`config.mk`:
```
export PLATFORM = sky130hd
export DESIGN_NAME = ram_port_arbiter
export DESIGN_NICKNAME = d
export VERILOG_FILES = /design/src/rtl/ram_ctrl_pkg.sv /design/src/rtl/rr_arb2.sv /design/src/rtl/ram_port_arbiter.sv
export SDC_FILE = /design/constraint.sdc
export NUM_CORES = 1
export LEC_CHECK = 0
export CORE_MARGIN = 5
export CORE_UTILIZATION = 38
export DETAILED_ROUTE_END_ITERATION = 7
export PLACE_DENSITY = 0.73
export SLEW_MARGIN = 20
export SYNTH_ARGS = -nofsm -noshare
export SYNTH_HDL_FRONTEND = slang
export SYNTH_SLANG_ARGS = --single-unit
```
`constraint.sdc`:
```
create_clock -name clk -period 1.6 [get_ports clk]
set_input_delay 0.32 -clock clk [delete_from_list [all_inputs] [get_ports clk]]
set_output_delay 0.32 -clock clk [all_outputs]
set_load 0.01 [all_outputs]
```
`src/rtl/ram_ctrl_pkg.sv`:
```
// Shared types and defaults for the two-port RAM arbiter.
// Holds the controller FSM state type and the round-robin pick function.
package ram_ctrl_pkg;

    localparam int unsigned DefAddrWidth = 16;
    localparam int unsigned DefDataWidth = 8;

    typedef enum logic [1:0] {
        StIdle    = 2'd0,
        StAccess  = 2'd1,
        StCapture = 2'd2
    } state_e;

    // prio = 1 favours requester 1 when both request; a lone requester always wins.
    function automatic logic [1:0] rr_pick(input logic [1:0] req, input logic prio);
        logic [1:0] gnt;
        if (req == 2'b11) begin
            gnt = prio ? 2'b10 : 2'b01;
        end else begin
            gnt = req;
        end
        return gnt;
    endfunction

endpackage

```
`src/rtl/rr_arb2.sv`:
```
// Two-way round-robin arbiter with a registered priority pointer.
// The pointer only moves when the controller accepts the offered grant.
module rr_arb2
    import ram_ctrl_pkg::*;
(
    input  logic       clk,
    input  logic       rst_n,
    input  logic [1:0] req,
    input  logic       accept,
    output logic [1:0] gnt
);

    logic prio_q;
    logic prio_d;

    always_comb begin
        gnt = rr_pick(req, prio_q);
    end

    // After granting requester 0, favour requester 1 next time, and vice versa.
    always_comb begin
        prio_d = prio_q;
        if (accept && (gnt != 2'b00)) begin
            prio_d = gnt[0];
        end
    end

    always_ff @(posedge clk or negedge rst_n) begin
        if (!rst_n) begin
            prio_q <= 1'b0;
        end else begin
            prio_q <= prio_d;
        end
    end

endmodule

```
`src/rtl/ram_port_arbiter.sv`:
```
// Shares one asynchronous SRAM port between two requesters.
// Writes take IDLE->ACCESS, reads IDLE->ACCESS->CAPTURE; done pulses back in IDLE.
module ram_port_arbiter
    import ram_ctrl_pkg::*;
#(
    parameter int unsigned ADDR_WIDTH = DefAddrWidth,
    parameter int unsigned DATA_WIDTH = DefDataWidth
) (
    input  logic                  clk,
    input  logic                  rst_n,
    input  logic                  req0,
    input  logic                  req1,
    input  logic                  we0,
    input  logic                  we1,
    input  logic [ADDR_WIDTH-1:0] addr0,
    input  logic [ADDR_WIDTH-1:0] addr1,
    input  logic [DATA_WIDTH-1:0] wdata0,
    input  logic [DATA_WIDTH-1:0] wdata1,
    output logic                  gnt0,
    output logic                  gnt1,
    output logic                  done0,
    output logic                  done1,
    output logic [DATA_WIDTH-1:0] rdata,
    output logic                  ram_cs,
    output logic                  ram_we,
    output logic                  ram_oe,
    output logic [ADDR_WIDTH-1:0] ram_addr,
    output logic [DATA_WIDTH-1:0] ram_dout,
    output logic                  ram_drive,
    input  logic [DATA_WIDTH-1:0] ram_din
);

    state_e                state_q;
    state_e                state_d;
    logic [1:0]            arb_gnt;
    logic                  accept;
    logic                  finish;
    logic                  owner_q;
    logic                  we_q;
    logic [ADDR_WIDTH-1:0] addr_q;
    logic [DATA_WIDTH-1:0] wdata_q;
    logic [1:0]            done_q;
    logic [1:0]            done_d;
    logic [DATA_WIDTH-1:0] rdata_q;

    rr_arb2 u_arb (
        .clk    (clk),
        .rst_n  (rst_n),
        .req    ({req1, req0}),
        .accept (accept),
        .gnt    (arb_gnt)
    );

    assign accept = (state_q == StIdle) && (arb_gnt != 2'b00);
    assign finish = ((state_q == StAccess) && we_q) || (state_q == StCapture);

    // State register
    always_ff @(posedge clk or negedge rst_n) begin
        if (!rst_n) begin
            state_q <= StIdle;
        end else begin
            state_q <= state_d;
        end
    end

    // Next-state logic
    always_comb begin
        state_d = state_q;
        unique case (state_q)
            StIdle:    if (req0 || req1) state_d = StAccess;
            StAccess:  state_d = we_q ? StIdle : StCapture;
            StCapture: state_d = StIdle;
            default:   state_d = StIdle;
        endcase
    end

    // Output logic; gnt is gated by rst_n so it reads 0 while reset is held.
    always_comb begin
        gnt0      = rst_n && (state_q == StIdle) && arb_gnt[0];
        gnt1      = rst_n && (state_q == StIdle) && arb_gnt[1];
        ram_cs    = 1'b0;
        ram_we    = 1'b0;
        ram_oe    = 1'b0;
        ram_drive = 1'b0;
        ram_addr  = '0;
        ram_dout  = '0;
        unique case (state_q)
            StAccess: begin
                ram_cs    = 1'b1;
                ram_addr  = addr_q;
                ram_we    = we_q;
                ram_oe    = !we_q;
                ram_drive = we_q;
                if (we_q) ram_dout = wdata_q;
            end
            StCapture: begin
                ram_cs   = 1'b1;
                ram_addr = addr_q;
                ram_oe   = 1'b1;
            end
            default: ;
        endcase
    end

    // Command latch: only written on the grant edge.
    always_ff @(posedge clk or negedge rst_n) begin
        if (!rst_n) begin
            owner_q <= 1'b0;
            we_q    <= 1'b0;
            addr_q  <= '0;
            wdata_q <= '0;
        end else if (accept) begin
            owner_q <= arb_gnt[1];
            we_q    <= arb_gnt[1] ? we1 : we0;
            addr_q  <= arb_gnt[1] ? addr1 : addr0;
            wdata_q <= arb_gnt[1] ? wdata1 : wdata0;
        end
    end

    always_comb begin
        done_d = {owner_q, !owner_q} & {2{finish}};
    end

    always_ff @(posedge clk or negedge rst_n) begin
        if (!rst_n) begin
            done_q  <= 2'b00;
            rdata_q <= '0;
        end else begin
            done_q <= done_d;
            if (state_q == StCapture) rdata_q <= ram_din;
        end
    end

    assign done0 = done_q[0];
    assign done1 = done_q[1];
    assign rdata = rdata_q;

endmodule

```
==> metrics <==
Area after DPL=3190 um^2; routability cong.=0.731; Req. time, crit path=1.28 ns; Routed Antenna Nets=0; post-layout util=70.4%; Final setup violation count=30; First-pass DRT Iterations=4; Vias=2070; gate count of the mapped netlist=219; clock transition at the registers of the reported paths=0.08 ns; r2r worst-path depth=8; Synth Area in Compound Gates=16.3%; clock root buffer=clkbuf_8; Post-Synth Simple-Gate Area=21.4%; Setup CP Type=reg -> out; Pwr Density=2160 nW/um^2; Setup Skew=0.00427 ns; max-cap violations=0; Synth Warn #=0; Hold Crit Class=in -> async; Final HPWL DP=4340 um; Die Y=82.8 um; CP endpoint kind=output port; Fin Setup TNS=-4.15 ns; vias in the first global route=2053; commonest non-fill, non-tap cells in the layout=69 x clkdlybuf4s50_1, 38 x dfrtp_1, 35 x buf_6, 29 x nor2_1, 26 x a31oi_1; # diodes=0; Crit Path Max Fanout=8; hold buffer count at CTS=0; Layout fillers=416; Cell variety after synth=22; Critical-path top delay cell=dfrtp_1; RSZ-0062 raised after global routing=true; CTS Sinks=39; minimum clock period=1.77 ns; worst skew pair latency=0.29 ns; most used cell, CP=buf_6; IO buf count=101; commonest non-fill, non-tap cell in the layout=clkdlybuf4s50_1; num rows=26; average size of a mapped cell=9.19 um^2; Die ar.=6850 um^2; vias per cell=5.11; pin slew with the least headroom to its limit=0.299 ns; Slew HR=80.1%; Seq cells post-synth=39; CTS tree=done; Syn Nets=285; largest family of logic cells by synthesized area=simple AND/OR/NAND/NOR gates; Critical Path AT=1.45 ns; first-pass GRT wire length=9860 um; Layout area overhead=79.7%; antenna violations before repair=0; fin. max-slew vios=0; Die W=82.8 um; Final Hold Fails=0; Initial Utilization=39.2%; Startpoint Class=flip-flop; failing checks=setup timing; Lkg Pwr=1.53 nW; I/O pin cnt=102; Synth Area in XOR/XNOR=0%; Post-Synth Adder-Cell Area=2.49%; f_max=0.565 GHz; GR Overflow Total=0; VDD IR max=0.984 mV; # DRC=0; H-tree Lvls=2; Num CTS Buffers=5; Core ar.=5140 um^2; clock tree buffer depth=2; largest net degree at the start of global routing=31; mux cell area share after synthesis=5.03%; pre-CTS setup slack=-0.481 ns; DR WL/cell=15.9 um; total track usage=19.0%; outcome=complete, but fails checks; detailed-route wire length=6420 um; final worst slack=-0.170 ns; Final nets=400; CP max stage delay=0.39 ns; sequential fraction of the synthesis area=48.5%; Final Cycle Share=111%; Starting DRT DRC Count=85; CP Cell Sequence=inv_2 -> buf_6 -> buf_6 -> ha_4 -> and3_4 -> buf_6; post-route cell area=3620 um^2; layout cells sized above 1=33.7%; synthesized cell area=2010 um^2
==> worst paths after layout <==
check / startpoint / end / slack (ns)
hold reg to reg: owner_q$_DFFE_PN0P_ / done_q[0]$_DFF_PN0_ / 0.43
setup / recovery: state_q[1]$_DFFE_PN0P_ / ram_dout[1] / -0.17
hold / removal: rst_n / addr_q[5]$_DFFE_PN0P_ / 0.03
min in group clk: owner_q$_DFFE_PN0P_ / done_q[0]$_DFF_PN0_ / 0.43
setup reg to reg: state_q[0]$_DFFE_PN0P_ / we_q$_DFFE_PN0P_ / 0.14
max in group asynchronous: rst_n / wdata_q[5]$_DFFE_PN0P_ / 1.30
==> cell type report <==
type                       count  area [um^2]  area share, %
timing repair buffer         128         1350           37.3
sequential                    39          977           27.0
inverter                       4         15.0          0.415
clock buffer                   6         82.6           2.28
tap                           70         87.6           2.42
clock inverter                 2         35.0          0.969
multi-input combinational    156         1070           29.6
==> stage by stage <==
| stage | instances | hold WS (ns) | total power (W) |
|---|---|---|---|
| 6_report | 405 | 0.0278 | 0.00780 |
| 4_1_cts | 403 | 0.0229 | 0.00709 |
| 5_1_grt | 405 | 0.0455 | 0.00837 |
| 3_3_place_gp | 391 | 0.334 | 0.00566 |
| 3_5_place_dp | 391 | 0.329 | 0.00575 |
| 2_1_floorplan | 219 | 0.0244 | 0.00363 |
==> worst max-delay path: cells and delay by family (launching register included) <==
| family | cells | cell delay [ns] |
|---|---|---|
| and+or+nand+nor | 1 | 0.20 |
| buffers and inverters | 4 | 0.39 |
| DFF | 1 | 0.39 |
| adders and majority gates | 1 | 0.18 |
==> cells in the mapped netlist, drive strengths merged <==
master	instances	area share, %
a21boi	1	0.37
a21oi	2	0.50
a31oi	26	8.1
and2	17	5.3
and2b	1	0.50
and3	9	2.8
buf	16	4.7
clkbuf	4	0.75
dfrtp	39	48
ha	4	2.5
inv	4	0.75
mux2	9	5.0
nand2	1	0.19
nand2b	1	0.31
nand3	26	6.5
nor2	30	5.6
nor2b	1	0.31
o21a	2	0.75
o21ai	25	6.2
o2bb2ai	1	0.44
==> flip-flops by register name (all words and copies together) (netlist names) <==
name	cells
done_q	2
addr_q	16
we_q	1
owner_q	1
rdata	8
wdata_q	8
state_q	2
u_arb.prio_q	1
==> routing by layer <==
metal / GRT usage, % / wire [um] / up-vias
met5: 0 / 0 / -
met4: 5.07 / 57 / 0
met3: 6.26 / 613 / 5
met2: 34.4 / 3310 / 72
met1: 21.5 / 2440 / 996
li1: - / - / 997
==> cells by family (layout without fill, tap and decap cells) <==
family,Yosys count,in the layout
multiplexers,9,9
AND/OR/NAND/NOR,86,86
AO/OA/AOI/OAI,57,57
adder cells (fa/ha/maj),4,4
buffers and inverters,24,140
flip-flops,39,39
==> what timing repair did <==
action	CTS	global route
resized for setup	167	39
setup endpoints to repair	46	55
setup buffers	4	1
cloned	1	1
pin swaps	19	11
==> where the power goes <==
part / switching, W / internal [W]
clock: 0.000349 / 0.000505
combinational: 0.00203 / 0.00312
sequential: 0.000304 / 0.00149
total: 0.00268 / 0.00512
Note: power is estimated with default switching activity, not from simulation.
